`config.mk`:
```
export PLATFORM = sky130hd
export DESIGN_NAME = clk_rst_seq_ctrl_flat
export DESIGN_NICKNAME = d
export VERILOG_FILES = /design/src/rtl/clk_rst_seq_ctrl_if.sv /design/src/rtl/clk_rst_seq_ctrl.sv /design/src/flat_wrapper.sv
export SDC_FILE = /design/constraint.sdc
export NUM_CORES = 1
export LEC_CHECK = 0
export BUFFER_PORTS_ARGS = -buffer_cell sky130_fd_sc_hd__buf_2
export CAP_MARGIN = 30
export CORE_ASPECT_RATIO = 1.25
export CORE_MARGIN = 2
export CORE_UTILIZATION = 45
export CTS_BUF_LIST = sky130_fd_sc_hd__clkbuf_8 sky130_fd_sc_hd__clkbuf_16
export DETAILED_ROUTE_END_ITERATION = 8
export HOLD_SLACK_MARGIN = 0.1
export SYNTH_ARGS = -nofsm -noshare
export SYNTH_HDL_FRONTEND = slang
export SYNTH_SLANG_ARGS = --single-unit
```
`constraint.sdc`:
```
create_clock -name clk -period 2.05 [get_ports clk]
set_input_delay 0.1025 -clock clk [delete_from_list [all_inputs] [get_ports clk]]
set_output_delay 0.1025 -clock clk [all_outputs]
set_load 0.02 [all_outputs]
```
`src/rtl/clk_rst_seq_ctrl_if.sv`:
```
// Request handshake into the clk/rst sequencer: a mask of domains to re-sequence,
// accepted only while the sequencer is idle.
interface clk_rst_seq_ctrl_if #(
  parameter int unsigned FANOUT = 4
);
  logic              req_valid;
  logic [FANOUT-1:0] req_mask;
  logic              req_ready;

  modport master (
    output req_valid,
    output req_mask,
    input  req_ready
  );

  modport slave (
    input  req_valid,
    input  req_mask,
    output req_ready
  );
endinterface

```
`src/rtl/clk_rst_seq_ctrl.sv`:
```
// Reset/clock-enable sequencer: holds selected domains in reset with clocks gated, then
// releases them one at a time (clock enable, reset deassert, stagger gap) in index order.
module clk_rst_seq_ctrl #(
  parameter int unsigned FANOUT      = 4,
  parameter int unsigned HOLD_CYCLES = 8,
  parameter int unsigned CLK_LEAD    = 2,
  parameter int unsigned STAGGER     = 4
) (
  input  logic                     clk,
  input  logic                     rst_n,
  clk_rst_seq_ctrl_if.slave        req,
  output logic [FANOUT-1:0]        rst_n_out,
  output logic [FANOUT-1:0]        clk_en,
  output logic                     busy,
  output logic                     done
);

  localparam int unsigned MaxHl  = (HOLD_CYCLES > CLK_LEAD) ? HOLD_CYCLES : CLK_LEAD;
  localparam int unsigned MaxCyc = (MaxHl > STAGGER) ? MaxHl : STAGGER;
  localparam int unsigned CntW   = $clog2(MaxCyc + 1);
  localparam int unsigned IdxW   = (FANOUT > 1) ? $clog2(FANOUT) : 1;

  typedef enum logic [2:0] {
    StIdle,
    StHold,
    StScan,
    StLead,
    StStag,
    StDone
  } state_e;

  state_e            state_q, state_d;
  logic [CntW-1:0]   cnt_q, cnt_d;
  logic [IdxW-1:0]   idx_q, idx_d;
  logic [FANOUT-1:0] mask_q, mask_d;
  logic [FANOUT-1:0] rst_q, rst_d;
  logic [FANOUT-1:0] en_q, en_d;
  logic              busy_q, busy_d;
  logic              done_q, done_d;
  logic              ready_q, ready_d;

  logic last_idx;
  assign last_idx = (idx_q == IdxW'(FANOUT - 1));

  always_comb begin
    state_d = state_q;
    cnt_d   = '0;
    idx_d   = idx_q;
    mask_d  = mask_q;
    rst_d   = rst_q;
    en_d    = en_q;

    unique case (state_q)
      StIdle: begin
        if (req.req_valid && ready_q) begin
          mask_d  = req.req_mask;
          rst_d   = rst_q & ~req.req_mask;
          en_d    = en_q & ~req.req_mask;
          state_d = StHold;
        end
      end
      StHold: begin
        if (cnt_q == CntW'(HOLD_CYCLES - 1)) begin
          idx_d   = '0;
          state_d = StScan;
        end else begin
          cnt_d = cnt_q + CntW'(1);
        end
      end
      StScan: begin
        if (mask_q[idx_q]) begin
          en_d[idx_q] = 1'b1;
          state_d     = StLead;
        end else if (last_idx) begin
          state_d = StDone;
        end else begin
          idx_d = idx_q + IdxW'(1);
        end
      end
      StLead: begin
        if (cnt_q == CntW'(CLK_LEAD - 1)) begin
          rst_d[idx_q] = 1'b1;
          state_d      = StStag;
        end else begin
          cnt_d = cnt_q + CntW'(1);
        end
      end
      StStag: begin
        if (cnt_q == CntW'(STAGGER - 1)) begin
          if (last_idx) begin
            state_d = StDone;
          end else begin
            idx_d   = idx_q + IdxW'(1);
            state_d = StScan;
          end
        end else begin
          cnt_d = cnt_q + CntW'(1);
        end
      end
      StDone: begin
        state_d = StIdle;
      end
      default: begin
        state_d = StIdle;
      end
    endcase

    // Status flags are registered from the next state so they line up with it.
    ready_d = (state_d == StIdle);
    busy_d  = (state_d != StIdle);
    done_d  = (state_d == StDone);
  end

  always_ff @(posedge clk or negedge rst_n) begin
    if (!rst_n) begin
      state_q <= StHold;
      cnt_q   <= '0;
      idx_q   <= '0;
      mask_q  <= '1;
      rst_q   <= '0;
      en_q    <= '0;
      busy_q  <= 1'b1;
      done_q  <= 1'b0;
      ready_q <= 1'b0;
    end else begin
      state_q <= state_d;
      cnt_q   <= cnt_d;
      idx_q   <= idx_d;
      mask_q  <= mask_d;
      rst_q   <= rst_d;
      en_q    <= en_d;
      busy_q  <= busy_d;
      done_q  <= done_d;
      ready_q <= ready_d;
    end
  end

  assign rst_n_out     = rst_q;
  assign clk_en        = en_q;
  assign busy          = busy_q;
  assign done          = done_q;
  assign req.req_ready = ready_q;

endmodule
```
`src/flat_wrapper.sv`:
```
// flat-port wrapper written by rule: the top's interface ports become plain ports
module clk_rst_seq_ctrl_flat 
#(
  parameter int unsigned FANOUT      = 4,
  parameter int unsigned HOLD_CYCLES = 8,
  parameter int unsigned CLK_LEAD    = 2,
  parameter int unsigned STAGGER     = 4
)
  (clk, rst_n, rst_n_out, clk_en, busy, done, req_req_valid, req_req_mask, req_req_ready);
  clk_rst_seq_ctrl_if #(.FANOUT(FANOUT)) req_i ();
  input  logic clk;
  input  logic rst_n;
  output logic [FANOUT-1:0] rst_n_out;
  output logic [FANOUT-1:0] clk_en;
  output logic busy;
  output logic done;
  input wire logic [$bits(req_i.req_valid)-1:0] req_req_valid;
  input wire logic [$bits(req_i.req_mask)-1:0] req_req_mask;
  output wire logic [$bits(req_i.req_ready)-1:0] req_req_ready;
  assign req_i.req_valid = req_req_valid;
  assign req_i.req_mask = req_req_mask;
  assign req_req_ready = req_i.req_ready;
  clk_rst_seq_ctrl #(.FANOUT(FANOUT), .HOLD_CYCLES(HOLD_CYCLES), .CLK_LEAD(CLK_LEAD), .STAGGER(STAGGER)) u_core (.clk(clk), .rst_n(rst_n), .req(req_i), .rst_n_out(rst_n_out), .clk_en(clk_en), .busy(busy), .done(done));
endmodule
```
==> flow_summary.yaml, run 1 <==
global_routing:
  track_usage: 0.184
  grt_pass1_vias: 987
  grt_pass1_wl_um: 4660
  antenna_found_initial: 0
  grt_overflow: 0
  grt_max_degree: 25
timing:
  setup_viol: 0
  hold_viol_final: 0
  fin_crit_ps: 1840
  min_period_over_period: 0.895
  slew_viol_final: 0
  max_freq_mhz: 545
  tightestPinTransition_ps: 543
  clock_skew_ps: 5.28
  grt_setup_unrepaired: "false"
  tns_ps: 0
  slew_headroom: 0.638
worst_setup_path:
  critPathSlowestCell: "dfstp_2"
  cp_data_required_time_ps: 2260
  crit_chain: "nor2_1 -> and4b_1 -> a41o_1 -> a221oi_2 -> and3_1"
  crit_arrival_ps: 2050
  cp_max_fo: 9
  slowest_delay_ps: 550
  setup.worst_path.start_class: "flip-flop"
  critPathBufInv: 0
  end_kind: "flip-flop"
  critPathKind: "flip-flop to flip-flop"
  critical-path-top-delay-family: "simple AND/OR/NAND/NOR gates"
synthesis:
  yosysTopAreaCell: "dfrtp_1"
  synth_area_mm2: 0.00132
  syn_avg_cell_area_um2: 10.2
  ys_seq_elements: 24
  yosysUniqueCellTypes: 45
  netlist_top_cells_count: "dfrtp_1 (18), a21oi_1 (16), inv_1 (9), nand2_1 (9)"
  synth_cells: 129
  synth_ff_type: "dfrtp_1"
  synth_most_common_cell: "dfrtp_1"
  ys_seq_area_frac: 0.461
  synth_nets: 143
  yosys_warnings: 0
  synthArstFlopShare: 1.00
  synth-edff-count: 0
  synth_area_leaders: "dfrtp_1 (34%), dfstp_2 (12%), ha_1 (6.6%)"
  yosysTopAreaCellShare: 0.342
power_and_ir_drop:
  power_uw: 2170
  switching_share: 0.379
  vdd_ir_drop_max_uv: 1000
  intPower_uw: 1350
  power_per_cell_area_mw_per_mm2: 1400
  power_frac_clock: 0.192
  seq_power_share: 0.370
  p_sw_uw: 822
  p_leak_uw: 0.000720
  comb_power_share: 0.438
die:
  die_h_um: 64.5
  die_w_um: 52.4
  pin_count: 18
  core_mm2: 0.00273
  rows: 21
  initial_core_util: 0.483
  fp.dieArea_mm2: 0.00338
clocking:
  clk-insertion-delay-late_ps: 270
  numCtsBuffers: 3
  cts_max_level: 1
  cts_num_sinks: 24
  clk_pin_slew_ps: 90
  root_buffer: "clkbuf_8"
  cts_buffer_depth: 2
  cts_tree: "built"
placed_design:
  dp_hpwl_um: 2090
  gp_congestion: 0.804
  place.port_buffers: 17
finish:
  fill_cells: 247
  num_antenna_cells: 0
  final_nets: 168
  area_growth_syn_to_layout_pct: 17.7
  drive_gt1_frac: 0.281
route:
  detailroute.wirelength.met3_um: 50
  dr_total_vias: 1023
  wl_met1_um: 1210
  wl_met2_um: 1430
  highest_layer: "met4"
  viasPerCell: 5.47
  drt-pass1-iter-count: 4
  drc_errors: 0
  postRouteWirelength_um: 2730
  drt_iter0_markers: 37
  ant_nets: 0
  wl_per_cell_um: 14.6
outcome:
  outcome: "finished clean"
job:
  drv_cap: 0
min_path:
  hold_path.class: "input port to flip-flop"
registers in the layout, summed over array words and instances, names as in the netlist:
name                  cells
u_core.clk_en             4
u_core.state_q            3
u_core.rst_n_out          4
u_core.req.req_ready      1
u_core.idx_q              2
u_core.done               1
u_core.mask_q             4
u_core.cnt_q              4
u_core.busy               1
worst register-to-register path: cells and delay by family (launching register included):
family	cells	cell delay, ps
and+or+nand+nor	3	630
AOI/OAI and AO/OA	2	600
DFF	1	550
cells by family after synthesis:
kind of cell             count (synthesis)  share of synthesized area
AND/OR/NAND/NOR                         41                      0.182
adder cells (fa/ha/maj)                  7                     0.0664
flip-flops                              24                      0.461
AO/OA/AOI/OAI                           35                      0.173
buffers and inverters                   15                     0.0550
XOR/XNOR                                 2                     0.0133
multiplexers                             5                     0.0493
final cells by class:
class | instances | area [um2] | area share
clock buffer | 3 | 41.3 | 0.0266
clock inverter | 1 | 30.0 | 0.0193
inverter | 10 | 37.5 | 0.0242
multi-input combinational | 90 | 638 | 0.411
sequential | 24 | 608 | 0.392
tap | 34 | 42.5 | 0.0274
timing repair buffer | 25 | 155 | 0.0999
layer usage:
layer,vias up,global-route usage
met2,11,0.306
met1,505,0.243
li1,503,-
met4,0,0.0577
met3,4,0.0276
met5,-,0
stage by stage:
stage | hold WS, ps | instances | instance area, um2 | worst slack (ps) | utilization
global placement | 109 | 179 | 1440 | 246 | 0.527
detailed placement | 117 | 179 | 1440 | 240 | 0.527
floorplan | -193 | 129 | 1320 | 390 | -
finish | 113 | 187 | 1550 | 214 | 0.568
global route | 138 | 187 | 1550 | 54.7 | 0.568
CTS | 114 | 187 | 1550 | 215 | 0.568
placed cells by master (no fill, tap or decap), drive strengths merged, types with 4 or more instances in the layout:
cell type,count
nand2,9
dlygate4sd3,4
buf,21
a21oi,16
ha,7
inv,10
dfrtp,18
dfstp,6
nor2,8
o21ai,9
nand2b,4
final timing paths:
kind                              startpoint                   end  slack [ps]  cells after the start
max                        u_core.state_q[0]  u_core.req.req_ready         210                      5
min                          req_req_mask[3]      u_core.mask_q[3]         110                      3
max reg2reg                u_core.state_q[0]  u_core.req.req_ready         210                      5
min reg2reg                 u_core.mask_q[2]      u_core.mask_q[2]         490                      2
max in group asynchronous              rst_n     u_core.state_q[0]        1340                      2
min in group asynchronous              rst_n       u_core.cnt_q[2]         340                      2
power by group through the flow:
stage / Combinational [uW] / Sequential, uW / Clock (uW)
final: 950 / 802 / 417
after global routing: 1040 / 826 / 447
after CTS: 952 / 806 / 430
after detailed placement: 943 / 814 / 0
after global placement: 936 / 809 / 0
after floorplan: 650 / 859 / 0
timing repair:
action | CTS | global route
resized for setup | 0 | 0
hold buffers | 4 | 0
buffers inserted | 0 | 0
endpoints found under the hold margin | 23 | 0
Power figures use the tool's default switching activity.
==> run 2: changes to the inputs <==
Settings changed: ABC_AREA set to 1.
==> flow_summary.yaml, run 2 <==
timing:
  fin_ws_ps: 375
  tns_ps: 0
  tightestPinTransition_ps: 506
  slew_headroom: 0.663
  grt_setup_unrepaired: "false"
  fin_crit_ps: 1670
  setup_viol: 0
  hold_viol_final: 0
  clock_skew_ps: 5.42
  slew_viol_final: 0
  min_period_over_period: 0.817
  max_freq_mhz: 597
synthesis:
  synthArstFlopShare: 1.00
  synth_nets: 182
  yosysTopAreaCell: "dfrtp_1"
  yosysUniqueCellTypes: 25
  ys_seq_elements: 24
  ys_seq_area_frac: 0.448
  syn_avg_cell_area_um2: 8.07
  netlist_top_cells_count: "nand2_1 (39), inv_1 (20), dfrtp_1 (18)"
  synth_most_common_cell: "nand2_1"
  synth_area_mm2: 0.00136
  yosysTopAreaCellShare: 0.332
  synth-edff-count: 0
  yosys_warnings: 0
  synth_cells: 168
  synth_ff_type: "dfrtp_1"
  synth_area_leaders: "dfrtp_1 (33%), dfstp_2 (12%), nand2_1 (11%)"
clocking:
  cts_buffer_depth: 2
  root_buffer: "clkbuf_8"
  numCtsBuffers: 3
  cts_max_level: 1
  cts_resized: 0
  clk_pin_slew_ps: 90
  clk-insertion-delay-late_ps: 270
  cts_tree: "built"
  cts_num_sinks: 24
die:
  die_h_um: 65.4
  pin_count: 18
  rows: 22
  die_w_um: 53.1
  core_mm2: 0.00292
  fp.dieArea_mm2: 0.00347
  initial_core_util: 0.465
finish:
  final_common_cell: "nand2_1"
  num_antenna_cells: 0
  area_growth_syn_to_layout_pct: 13.7
  final_nets: 204
  drive_gt1_frac: 0.201
  layout_common_cells: "nand2_1 (39), inv_1 (20), dfrtp_1 (18)"
worst_setup_path:
  setup.worst_path.start_class: "flip-flop"
  critPathKind: "flip-flop to flip-flop"
  cp_max_fo: 11
  cp_data_required_time_ps: 2210
  crit_arrival_ps: 1830
  end_kind: "flip-flop"
global_routing:
  grt_overflow: 0
  antenna_found_initial: 0
  grt_pass1_wl_um: 5090
  grt_pass1_vias: 1164
  grt_max_degree: 25
  track_usage: 0.199
route:
  dr_total_vias: 1165
  drt-pass1-iter-count: 4
  ant_nets: 0
  viasPerCell: 5.18
  drc_errors: 0
  wl_per_cell_um: 13.1
  postRouteWirelength_um: 2940
  drt_iter0_markers: 15
power_and_ir_drop:
  p_leak_uw: 0.000797
  power_per_cell_area_mw_per_mm2: 1270
  vdd_ir_drop_max_uv: 709
placed_design:
  dp_hpwl_um: 2280
  place.port_buffers: 17
  dp_slack_ps: 405
  gp_congestion: 0.917
min_path:
  hold_path.class: "input port to flip-flop"
outcome:
  outcome: "finished clean"
job:
  drv_cap: 0
[run 2: changes by cell type after synthesis, moves of 3 or more]
cell / previous run / this run
nand2b_1: 4 / 0
nor2_1: 8 / 15
nor2_2: 0 / 3
o21ai_0: 8 / 16
nand2_1: 9 / 39
nand3_1: 3 / 13
inv_1: 9 / 20
[run 2: metal layers]
metal / global-route usage / routed length (um) / vias up
li1: - / - / 592
met1: 0.218 / 1220 / 530
met2: 0.355 / 1500 / 32
met3: 0.0250 / 115 / 11
met4: 0.115 / 102 / 0
met5: 0 / 0 / -
[run 2: kinds of logic (layout without fill, tap and decap cells)]
group / after synthesis / after routing / synth area share
simple gates: 79 / 79 / 0.273
flops: 24 / 24 / 0.448
buf+inv: 23 / 44 / 0.0719
xor+xnor: 2 / 2 / 0.0129
compound gates: 33 / 33 / 0.129
fa+ha+maj: 7 / 7 / 0.0646
[run 2: report_power, final]
part	internal, uW	switching (uW)
registers	671	151
logic	280	531
clock network	172	152
[run 2: worst paths after layout]
kind / start / to / slack (ps) / depth (start not counted)
setup / recovery: u_core.state_q[0] / u_core.req.req_ready / 380 / 9
hold / removal: req_req_mask[1] / u_core.mask_q[1] / 100 / 3
setup reg to reg: u_core.state_q[0] / u_core.req.req_ready / 380 / 9
hold reg to reg: u_core.cnt_q[0] / u_core.cnt_q[0] / 490 / 1
max in group asynchronous: rst_n / u_core.state_q[0] / 1360 / 2
min in group asynchronous: rst_n / u_core.clk_en[1] / 330 / 2
[run 2: layout make-up]
cell class	count	area (um2)
fillers	302	1380
inverters	21	78.8
repair buffers	19	105
clock buffers	4	55.1
flip-flops and latches	24	608
multi-input cells	121	651
well taps	36	45.0
[run 2: worst max-delay path, cell delays in order (launching register included)]
cell	delay [ps]
dfstp_2	660
nand2_1	90
nor2_2	260
nand3_1	160
inv_1	80
nor2_1	40
nand2_1	100
inv_1	70
nand2_1	60
nor2_1	30
[run 2: what timing repair did]
action                                 in CTS  in global routing
setup buffers                               0                  0
hold buffers                                2                  0
endpoints found under the hold margin      19                  0
[run 2: through the flow]
stage	instance area [um2]	hold slack [ps]	util	power [uW]	instances
floorplan	1360	-193	-	1420	168
detailed placement	1470	116	0.503	1650	219
CTS	1540	101	0.529	1970	225
finish	1540	102	0.529	1960	225
global route	1540	141	0.529	2130	225
global placement	1470	106	0.503	1620	219
==> run 3: changes to the inputs <==
Settings changed: PLACE_DENSITY set to 0.67.
Clock period 2.05 ns to 1.4 ns, I/O delays scaled along.
==> flow_summary.yaml, run 3 (synthesized netlist as in run 2, its figures left out) <==
global_routing:
  grt_pass1_vias: 1296
  track_usage: 0.227
  antenna_found_initial: 0
  grt_max_degree: 25
  grt_pass1_wl_um: 5740
  grt_overflow: 0
timing:
  slew_viol_final: 0
  tightestPinTransition_ps: 533
  slew_headroom: 0.645
  tns_ps: -247
  fin_ws_ps: -60.7
  max_freq_mhz: 685
  setup_viol: 6
  hold_viol_final: 0
  fin_crit_ps: 1460
  grt_setup_unrepaired: "true"
  min_period_over_period: 1.04
  clock_skew_ps: 9.51
clocking:
  cts_buffer_depth: 2
  root_buffer: "clkbuf_8"
  clk-insertion-delay-late_ps: 270
  cts_max_level: 1
  cts_num_sinks: 24
  clk_pin_slew_ps: 80
  cts_tree: "built"
  numCtsBuffers: 3
route:
  dr_total_vias: 1339
  ant_nets: 0
  wl_per_cell_um: 13.3
  drt-pass1-iter-count: 4
  drt_iter0_markers: 40
  drc_errors: 0
  postRouteWirelength_um: 3440
  viasPerCell: 5.19
placed_design:
  place.port_buffers: 17
  dp_hpwl_um: 2350
  place_area_mm2: 0.00164
  gp_congestion: 0.948
die:
  die_h_um: 65.4
  core_mm2: 0.00292
  initial_core_util: 0.465
  rows: 22
  fp.dieArea_mm2: 0.00347
  die_w_um: 53.1
  pin_count: 18
min_path:
  hold_path.class: "input port to flip-flop"
worst_setup_path:
  setup.worst_path.start_class: "flip-flop"
  slowest_delay_ps: 600
  crit_chain: "nand2_1 -> nor2_4 -> nand3_1 -> inv_1 -> nor2_1 -> nand2_2 -> nand2_1 -> nor2_1"
  cp_max_fo: 7
  cp_data_required_time_ps: 1590
  critPathBufInv: 1
  end_kind: "flip-flop"
  critPathSlowestCell: "dfstp_2"
  crit_arrival_ps: 1650
  critPathKind: "flip-flop to flip-flop"
  critical-path-top-delay-family: "simple AND/OR/NAND/NOR gates"
outcome:
  violations: "setup timing"
  outcome: "finished, violations left"
finish:
  layout_common_cells: "nand2_1 (33), buf_4 (26), inv_1 (19)"
  multi_input_area_um2: 769
  final_common_cell: "nand2_1"
  fill_cells: 250
  num_antenna_cells: 0
  drive_gt1_frac: 0.419
  final_core_util: 0.663
  area_growth_syn_to_layout_pct: 42.7
  fin_area_mm2: 0.00194
  regArea_um2: 612
  final_nets: 237
power_and_ir_drop:
  vdd_ir_drop_max_uv: 1210
  power_uw: 3470
  p_leak_uw: 0.000971
  power_per_cell_area_mw_per_mm2: 1790
job:
  drv_cap: 0
## run 3: cell count changes in the layout (fill, tap and decap cells not counted), sizes merged
| cell | before | now |
|---|---|---|
| buf | 17 | 47 |
| dlygate4sd3 | 2 | 5 |
## run 3: final timing paths
check	start	endpoint	slack (ps)	depth (start not counted)
max	u_core.state_q[0]	u_core.done	-60	8
min	req_req_valid	u_core.mask_q[3]	190	3
max reg2reg	u_core.state_q[0]	u_core.done	-60	8
min reg2reg	u_core.mask_q[3]	u_core.mask_q[3]	500	2
max in group asynchronous	rst_n	u_core.state_q[1]	690	2
min in group asynchronous	rst_n	u_core.rst_n_out[1]	310	2
## run 3: repair_timing
action | in CTS | in global routing
setup endpoints to repair | 10 | 18
hold buffers | 5 | 0
buffers inserted | 4 | 3
gates resized for setup | 19 | 20
gates cloned | 0 | 0
pin swaps | 7 | 9
endpoints found under the hold margin | 23 | 0
## run 3: per-layer routing
layer | up-vias | track usage | part of all wire
li1 | 655 | - | -
met1 | 649 | 0.268 | 0.41
met2 | 29 | 0.411 | 0.53
met3 | 6 | 0.0205 | 0.034
met4 | 0 | 0.0897 | 0.020
met5 | - | 0 | 0
## run 3: cell type report
| type | instances | area share |
|---|---|---|
| tap | 36 | 0.0233 |
| multi-input combinational | 121 | 0.398 |
| sequential | 24 | 0.316 |
| clock buffer | 4 | 0.0284 |
| inverter | 21 | 0.0407 |
| timing repair buffer | 52 | 0.194 |
## run 3: worst reg2reg max path: cells and delay by family, from the launching register on
kind	cells	cell delay (ps)
AND/OR/NAND/NOR	7	700
flip-flops	1	600
buffers and inverters	1	80
## run 3: power breakdown
part | total (uW) | internal (uW) | leakage [uW] | switching (uW)
registers | 1210 | 987 | 0.000299 | 220
clock network | 481 | 251 | 0.0000288 | 230
logic | 1780 | 795 | 0.000643 | 986
## run 3: stage by stage
step                      hold WS (ps)  cells  setup slack [ps]
after floorplan                   -226    168              63.2
after global placement            66.4    242             -68.6
after detailed placement          81.1    242              -101
after CTS                          175    255             -31.4
after global routing               207    258              -156
final                              188    258             -60.7
